**src/rtl/tdc_hw_stats.sv**
```systemverilog
// tdc_hw_stats: batch statistics over Hamming-weight samples from tdc_top.
// Accumulates 2^LOG_NS accepted samples, then latches sum, mean, min, max
// and a saturation count, and offers them on an 8-bit byte mux.
//
// Sample handshake: hw_in is taken on a rising edge when en=1, the FSM is
// in ACC, hw_val=1 and start=0. There is no back-pressure; a sample offered
// while the block is idle, frozen (en=0) or restarting is dropped.
module tdc_hw_stats #(
   parameter int N      = 64,
   parameter int HW_W   = $clog2(N) + 1,
   parameter int LOG_NS = 4,
   parameter int SUM_W  = HW_W + LOG_NS
) (
   input  logic              clk,
   input  logic              rst,
   input  logic              en,
   input  logic              start,
   input  logic [HW_W-1:0]   hw_in,
   input  logic              hw_val,
   input  logic [1:0]        sel,
   output logic              busy,
   output logic              done,
   output logic              res_valid,
   output logic [SUM_W-1:0]  sum,
   output logic [HW_W-1:0]   mean,
   output logic [HW_W-1:0]   min_hw,
   output logic [HW_W-1:0]   max_hw,
   output logic [LOG_NS:0]   sat_cnt,
   output logic [7:0]        rd_byte
);

   localparam logic [0:0] S_IDLE = 1'b0;
   localparam logic [0:0] S_ACC  = 1'b1;

   localparam logic [HW_W-1:0]   N_HW     = HW_W'(N);
   // Index of the last sample of a batch (2^LOG_NS-1) is all ones.
   localparam logic [LOG_NS-1:0] CNT_LAST = '1;

   logic [0:0]        state;
   logic [SUM_W-1:0]  w_sum;
   logic [HW_W-1:0]   w_min;
   logic [HW_W-1:0]   w_max;
   logic [LOG_NS:0]   w_sat;
   logic [LOG_NS-1:0] w_cnt;
   logic              done_q;

   logic [HW_W-1:0]   s_clip;
   logic              is_sat;
   logic [SUM_W-1:0]  sum_nxt;
   logic [HW_W-1:0]   min_nxt;
   logic [HW_W-1:0]   max_nxt;
   logic [LOG_NS:0]   sat_nxt;
   logic              last;

   // Working values as they would be after accepting the current sample.
   always_comb begin
      s_clip  = (hw_in > N_HW) ? N_HW : hw_in;
      is_sat  = (hw_in == '0) || (hw_in >= N_HW);
      sum_nxt = w_sum + SUM_W'(s_clip);
      min_nxt = (s_clip < w_min) ? s_clip : w_min;
      max_nxt = (s_clip > w_max) ? s_clip : w_max;
      sat_nxt = w_sat + {{LOG_NS{1'b0}}, is_sat};
      last    = (state == S_ACC) && hw_val && !start && (w_cnt == CNT_LAST);
   end

   // FSM, working accumulators and result latch; en=0 holds everything.
   always_ff @(posedge clk) begin
      if (rst) begin
         state     <= S_IDLE;
         w_sum     <= '0;
         w_min     <= '1;
         w_max     <= '0;
         w_sat     <= '0;
         w_cnt     <= '0;
         done_q    <= 1'b0;
         res_valid <= 1'b0;
         sum       <= '0;
         mean      <= '0;
         min_hw    <= '0;
         max_hw    <= '0;
         sat_cnt   <= '0;
      end else if (en) begin
         done_q <= 1'b0;
         if (start) begin
            // Restart wins over any sample offered in the same cycle.
            state <= S_ACC;
            w_sum <= '0;
            w_min <= '1;
            w_max <= '0;
            w_sat <= '0;
            w_cnt <= '0;
         end else if (state == S_ACC && hw_val) begin
            w_sum <= sum_nxt;
            w_min <= min_nxt;
            w_max <= max_nxt;
            w_sat <= sat_nxt;
            w_cnt <= w_cnt + 1'b1;
            if (last) begin
               state     <= S_IDLE;
               done_q    <= 1'b1;
               res_valid <= 1'b1;
               sum       <= sum_nxt;
               mean      <= HW_W'(sum_nxt >> LOG_NS);
               min_hw    <= min_nxt;
               max_hw    <= max_nxt;
               sat_cnt   <= sat_nxt;
            end
         end
      end else begin
         done_q <= 1'b0;
      end
   end

   // busy is the FSM state itself; done is masked while frozen.
   always_comb begin
      busy = (state == S_ACC);
      done = done_q & en;
   end

   // Readout byte mux for the 8-bit pin interface.
   always_comb begin
      rd_byte = 8'h00;
      case (sel)
         2'd0:    rd_byte = 8'(mean);
         2'd1:    rd_byte = 8'(min_hw);
         2'd2:    rd_byte = 8'(max_hw);
         default: rd_byte = {res_valid, busy, 6'(sat_cnt)};
      endcase
   end

endmodule

```
**config.mk**
```make
export PLATFORM = sky130hd
export DESIGN_NAME = tdc_hw_stats
export DESIGN_NICKNAME = d
export VERILOG_FILES = /design/src/rtl/tdc_hw_stats.sv
export SDC_FILE = /design/constraint.sdc
export NUM_CORES = 1
export LEC_CHECK = 0
export BUFFER_PORTS_ARGS = -buffer_cell sky130_fd_sc_hd__buf_4
export CAP_MARGIN = 10
export CELL_PAD_IN_SITES_DETAIL_PLACEMENT = 0
export CELL_PAD_IN_SITES_GLOBAL_PLACEMENT = 1
export CORE_ASPECT_RATIO = 2
export CORE_UTILIZATION = 43
export CTS_CLUSTER_SIZE = 30
export DETAILED_ROUTE_END_ITERATION = 10
export PLACE_DENSITY = 0.88
export SYNTH_ARGS = -nofsm -noshare
export SYNTH_HDL_FRONTEND = slang
export SYNTH_SLANG_ARGS = --single-unit
```
**constraint.sdc**
```tcl
create_clock -name clk -period 3.7 [get_ports clk]
set_input_delay 0.74 -clock clk [delete_from_list [all_inputs] [get_ports clk]]
set_output_delay 0.74 -clock clk [all_outputs]
set_load 0.01 [all_outputs]
```
==> impl_metrics.env, run 1 <==
export IMPL_outcome="finished clean"
export IMPL_track_usage=0.270
export IMPL_worst_slew_pin_slew_ps=677
export IMPL_place_hpwl_um=10000
export IMPL_end_kind="register"
export IMPL_yosys_warnings=0
export IMPL_slew_viol_final=0
export IMPL_totalWireLength_um=13400
export IMPL_ant_nets=0
export IMPL_rsz0062_at_grt="no"
export IMPL_period_needed_ps=2830
export IMPL_r2r_start="w_max[1]$_SDFFE_PP0P_"
export IMPL_clk_path_buf_depth=2
export IMPL_num_antenna_cells=0
export IMPL_grt_pass1_vias=4070
export IMPL_synthTopCellsByArea="dfxtp_1 (32%), ha_1 (5.6%), nor2_1 (4.3%), nand3_1 (3.7%), o21ai_0 (3.7%)"
export IMPL_setup_tns_ps=0
export IMPL_drt_iter0_markers=271
export IMPL_die_h_um=142
export IMPL_die_area_mm2=0.0103
export IMPL_syn_area_mm2=0.00424
export IMPL_cts_resized=0
export IMPL_viasPerCell=6.13
export IMPL_fill_cells=905
export IMPL_drt_wirelength_per_cell_um=19.5
export IMPL_synth_top_area_frac=0.316
export IMPL_finalHoldViolations=0
export IMPL_r2r_slack_ps=1400
export IMPL_grt_pass1_wl_um=21200
export IMPL_syn_area_per_cell_um2=8.31
export IMPL_grt_max_degree=50
export IMPL_synth_ff_type="dfxtp_1"
export IMPL_drv_cap=0
export IMPL_synth_most_common_cell="dfxtp_1"
export IMPL_drive_above_1_share=0.212
export IMPL_cts_made_buffers=9
export IMPL_powerDensity_mw_per_mm2=376
export IMPL_antenna_found_initial=0
export IMPL_max_vdd_ir_drop_mv=0.229
export IMPL_htreeDepth=3
export IMPL_post_route_period_util=0.766
export IMPL_die_x_um=72.2
export IMPL_synth_edf_count=0
export IMPL_setup_worst_path_start_class="input port"
export IMPL_drc=0
export IMPL_cts_setup_buffers=0
export IMPL_synthTopCellsByCount="dfxtp_1 (67), nor2_1 (49), nand2_1 (41)"
export IMPL_async_reset_ff_frac=0
export IMPL_cts_sinks=67
export IMPL_synth_top_cell_by_area="dfxtp_1"
export IMPL_hp_start="sum[2]$_SDFFE_PP0P_"
export IMPL_regArea_mm2=0.00134
export IMPL_core_area_mm2=0.00945
export IMPL_drtPass1Iterations=5
export IMPL_clk_pin_slew_worst_paths_ps=60
export IMPL_fin_util=0.538
export IMPL_gp_congestion=0.891
export IMPL_critical_path_arrival_ps=3080
export IMPL_initial_utilization=0.449
export IMPL_fmax_mhz=353
export IMPL_cp_data_required_time_ps=3940
export IMPL_syn_inst=510
export IMPL_hp_class="reg -> reg"
export IMPL_cts_hold_buffers=0
export IMPL_clock_latency_ps=340
export IMPL_maxSlewHeadroom=0.549
export IMPL_vias=4209
export IMPL_crit_start="hw_in[6]"
export IMPL_cts_root_buf="clkbuf_16"
export IMPL_io_pins=62
export IMPL_skew_ps=8.70
export IMPL_syn2layout_area_growth_pct=19.8
export IMPL_grt_ovfl_total=0
export IMPL_tritoncts="done"
export IMPL_yosysUniqueCellTypes=68
export IMPL_core_rowCount=50
export IMPL_seq_area_frac_synth=0.316
export IMPL_p_leak_nw=2.02
export IMPL_setup_viol=0
export IMPL_ys_seq_elements=67
export IMPL_critical_path_class="in -> reg"
export IMPL_cp_max_fo=22
export IMPL_multi_input_area_mm2=0.00263
export IMPL_syn_nets=543
export IMPL_fin_nets=585
export IMPL_io_buffer_count=61
## report_power, final
| group | leakage [nW] | internal [W] | switching, W |
|---|---|---|---|
| combinational | 1.33 | 0.0000780 | 0.000158 |
| sequential | 0.541 | 0.000731 | 0.0000100 |
| clock | 0.148 | 0.000593 | 0.000340 |
| total | 2.02 | 0.00140 | 0.000508 |
## layer usage
metal	up-vias	track usage	share of wire	routed length, µm
li1	1991	-	-	-
met1	1990	0.281	0.37	4960
met2	177	0.490	0.52	7020
met3	51	0.0390	0.045	600
met4	0	0.174	0.060	796
met5	-	0	0	0
## worst max-delay path, stage by stage
cell,delay [ps]
buf_4,190
nor2b_1,350
ha_1,330
a21o_1,190
a21o_1,260
a32oi_2,520
nand3_1,250
a311oi_1,240
## cell usage in the layout, fill, tap and decap left out, types with 9 or more instances in the layout
master,synthesis,routed
a21oi_1,21,21
and3_1,9,9
nand3_1,31,31
nor3_1,14,14
clkbuf_16,0,9
a31oi_1,16,16
nor2_1,49,49
buf_4,7,72
nand2_1,41,41
inv_1,19,19
ha_1,19,19
o31ai_1,9,9
mux2i_1,12,12
o21ai_0,31,31
dfxtp_1,67,67
## area by class of cell
class,count,area share
clock buffer,9,0.0443
sequential,67,0.264
inverter,21,0.0155
tap,130,0.0320
multi-input combinational,381,0.518
timing repair buffer,72,0.106
clock inverter,7,0.0197
## flip-flops by register name, indices dropped and copies added, names as in the netlist
signal	flops
max_hw	7
sat_cnt	5
done_q	1
w_max	7
sum	11
min_hw	7
w_min	7
res_valid	1
busy	1
w_cnt	4
w_sum	11
w_sat	5
## through the flow
step	total power [W]	cell area [µm²]	instances	setup slack, ps	hold slack (ps)
after floorplan	0.000917	4240	510	852	436
after global placement	0.000985	4750	671	594	442
after detailed placement	0.000988	4750	671	561	450
after CTS	0.00192	5080	687	900	458
after global routing	0.00198	5080	687	694	475
final	0.00191	5080	687	866	455
## final timing paths
path | to | cells past startpoint
setup / recovery | max_hw[0]$_SDFFE_PP0P_ | 8
hold / removal | sum[2]$_SDFFE_PP0P_ | 2
setup reg to reg | max_hw[0]$_SDFFE_PP0P_ | 7
hold reg to reg | sum[2]$_SDFFE_PP0P_ | 2
## cells by family after synthesis
family                   share of synthesized area
adder cells (fa/ha/maj)                     0.0561
flip-flops                                   0.316
buffers and inverters                       0.0652
XOR/XNOR                                    0.0186
multiplexers                                0.0602
AO/OA/AOI/OAI                                0.263
AND/OR/NAND/NOR                              0.220
Note: power is estimated with default switching activity, not from simulation.
==> inputs of run 2 (changes only) <==
Settings changed: CORE_UTILIZATION 43 to 39, PLACE_DENSITY 0.88 to 0.85.
Clock period 3.7 ns to 2.47 ns, I/O delays scaled along.
==> impl_metrics.env, run 2 (synthesis results as in run 1) <==
export IMPL_worst_slew_pin_slew_ps=545
export IMPL_vias=4393
export IMPL_grt_pass1_vias=4229
export IMPL_tritoncts="done"
export IMPL_critical_path_arrival_ps=2430
export IMPL_slew_viol_final=0
export IMPL_cts_made_buffers=9
export IMPL_track_usage=0.273
export IMPL_place_hpwl_um=11400
export IMPL_critical_path_class="in -> reg"
export IMPL_totalWireLength_um=14600
export IMPL_powerDensity_mw_per_mm2=556
export IMPL_rr_worst_depth=7
export IMPL_die_x_um=75.7
export IMPL_grt_max_degree=48
export IMPL_setup_viol=0
export IMPL_layout_setup_ws_ps=295
export IMPL_skew_ps=3.68
export IMPL_drt_iter0_markers=277
export IMPL_cts_resized=0
export IMPL_syn2layout_area_growth_pct=28.4
export IMPL_die_h_um=149
export IMPL_fmax_mhz=460
export IMPL_top_regs="sum (11), w_sum (11)"
export IMPL_r2r_slack_ps=300
export IMPL_io_pins=62
export IMPL_cp_max_fo=9
export IMPL_io_buffer_count=61
export IMPL_end_kind="register"
export IMPL_num_antenna_cells=0
export IMPL_rsz0062_at_grt="no"
export IMPL_fill_cells=1033
export IMPL_post_route_period_util=0.881
export IMPL_clock_latency_ps=330
export IMPL_cts_hold_buffers=0
export IMPL_maxSlewHeadroom=0.635
export IMPL_setup_worst_path_start_class="input port"
export IMPL_clk_pin_slew_worst_paths_ps=50
export IMPL_r2r_start="w_min[5]$_SDFFE_PP1P_"
export IMPL_die_area_mm2=0.0113
export IMPL_core_rowCount=53
export IMPL_gp_congestion=0.981
export IMPL_r2r_end="w_min[4]$_SDFFE_PP1P_"
export IMPL_viasPerCell=5.99
export IMPL_mostFrequentLayoutCells="buf_4 (110), dfxtp_1 (67), nor2_1 (49)"
export IMPL_hold_depth=2
export IMPL_whs_ps=455
export IMPL_hp_start="sum[0]$_SDFFE_PP0P_"
export IMPL_cts_setup_buffers=0
export IMPL_outcome="finished clean"
export IMPL_period_needed_ps=2170
export IMPL_initial_utilization=0.402
export IMPL_post_place_ws_ps=-55.3
export IMPL_cp_data_required_time_ps=2720
export IMPL_drv_cap=0
export IMPL_cts_root_buf="clkbuf_16"
export IMPL_drtPass1Iterations=5
export IMPL_drc=0
export IMPL_cts_sinks=67
export IMPL_htreeDepth=3
export IMPL_antenna_found_initial=0
export IMPL_core_area_mm2=0.0105
export IMPL_fin_nets=624
export IMPL_final_common_cell="buf_4"
export IMPL_p_leak_nw=2.24
export IMPL_drive_above_1_share=0.272
export IMPL_hold_path_end="sum[0]$_SDFFE_PP0P_"
export IMPL_finalHoldViolations=0
export IMPL_drt_wirelength_per_cell_um=19.9
export IMPL_grt_pass1_wl_um=22400
export IMPL_grt_ovfl_total=0
export IMPL_hp_class="reg -> reg"
export IMPL_max_vdd_ir_drop_mv=0.353
export IMPL_fin_util=0.516
export IMPL_clk_path_buf_depth=2
export IMPL_total_power_w=0.00303
export IMPL_ant_nets=0
## run 2: changes by cell type in the layout (fill, tap and decap cells not counted), sizes merged
cell / previous run / this run
buf: 72 / 111
clkinvlp: 3 / 0
clkinv: 2 / 4
bufinv: 2 / 3
clkbuf: 9 / 10
inv: 21 / 20
## run 2: layout make-up
type	count	area (µm²)	area share
multi-input cells	381	2660	0.488
flip-flops and latches	67	1340	0.246
repair buffers	111	846	0.155
clock buffers	10	239	0.0439
well taps	137	171	0.0315
clock inverters	6	113	0.0207
inverters	21	78.8	0.0145
## run 2: per-layer routing
layer	vias up	share of wire	GRT usage	wire length (µm)
met2	167	0.53	0.474	7670
met3	64	0.044	0.0505	645
met5	-	0	0	0
met1	2091	0.35	0.269	5070
met4	0	0.084	0.218	1230
li1	2071	-	-	-
## run 2: per-stage QoR
step | instance area [µm²] | setup TNS [ps] | instances
floorplan | 4260 | 0 | 510
global placement | 5090 | -3.73 | 717
detailed placement | 5090 | -184 | 717
CTS | 5440 | 0 | 733
global route | 5440 | 0 | 733
finish | 5440 | 0 | 733
## run 2: how the worst max path moves through the flow
stage | cells after the start | end | startpoint | slack (ps)
finish | 8 | w_min[4]$_SDFFE_PP1P_ | hw_in[6] | 300
detailed placement | 8 | w_max[6]$_SDFFE_PP0P_ | hw_in[6] | -60
floorplan | 8 | w_min[0]$_SDFFE_PP1P_ | hw_in[6] | 10
CTS | 8 | w_max[6]$_SDFFE_PP0P_ | hw_in[6] | 290
global route | 10 | w_sum[3]$_SDFFE_PP0P_ | hw_in[6] | 140
global placement | 8 | w_max[6]$_SDFFE_PP0P_ | hw_in[6] | -4
## run 2: power by group
part	internal (W)	total, W	switching, W
combinational	0.000159	0.000415	0.000257
clock	0.00101	0.00150	0.000484
sequential	0.00109	0.00111	0.0000180
## run 2: critical path: stages
cell     delay, ps
buf_4          160
nor2b_2        190
ha_1           270
a21o_1         210
a21oi_4        250
a32oi_2        180
a31oi_4        390
mux2i_1        260
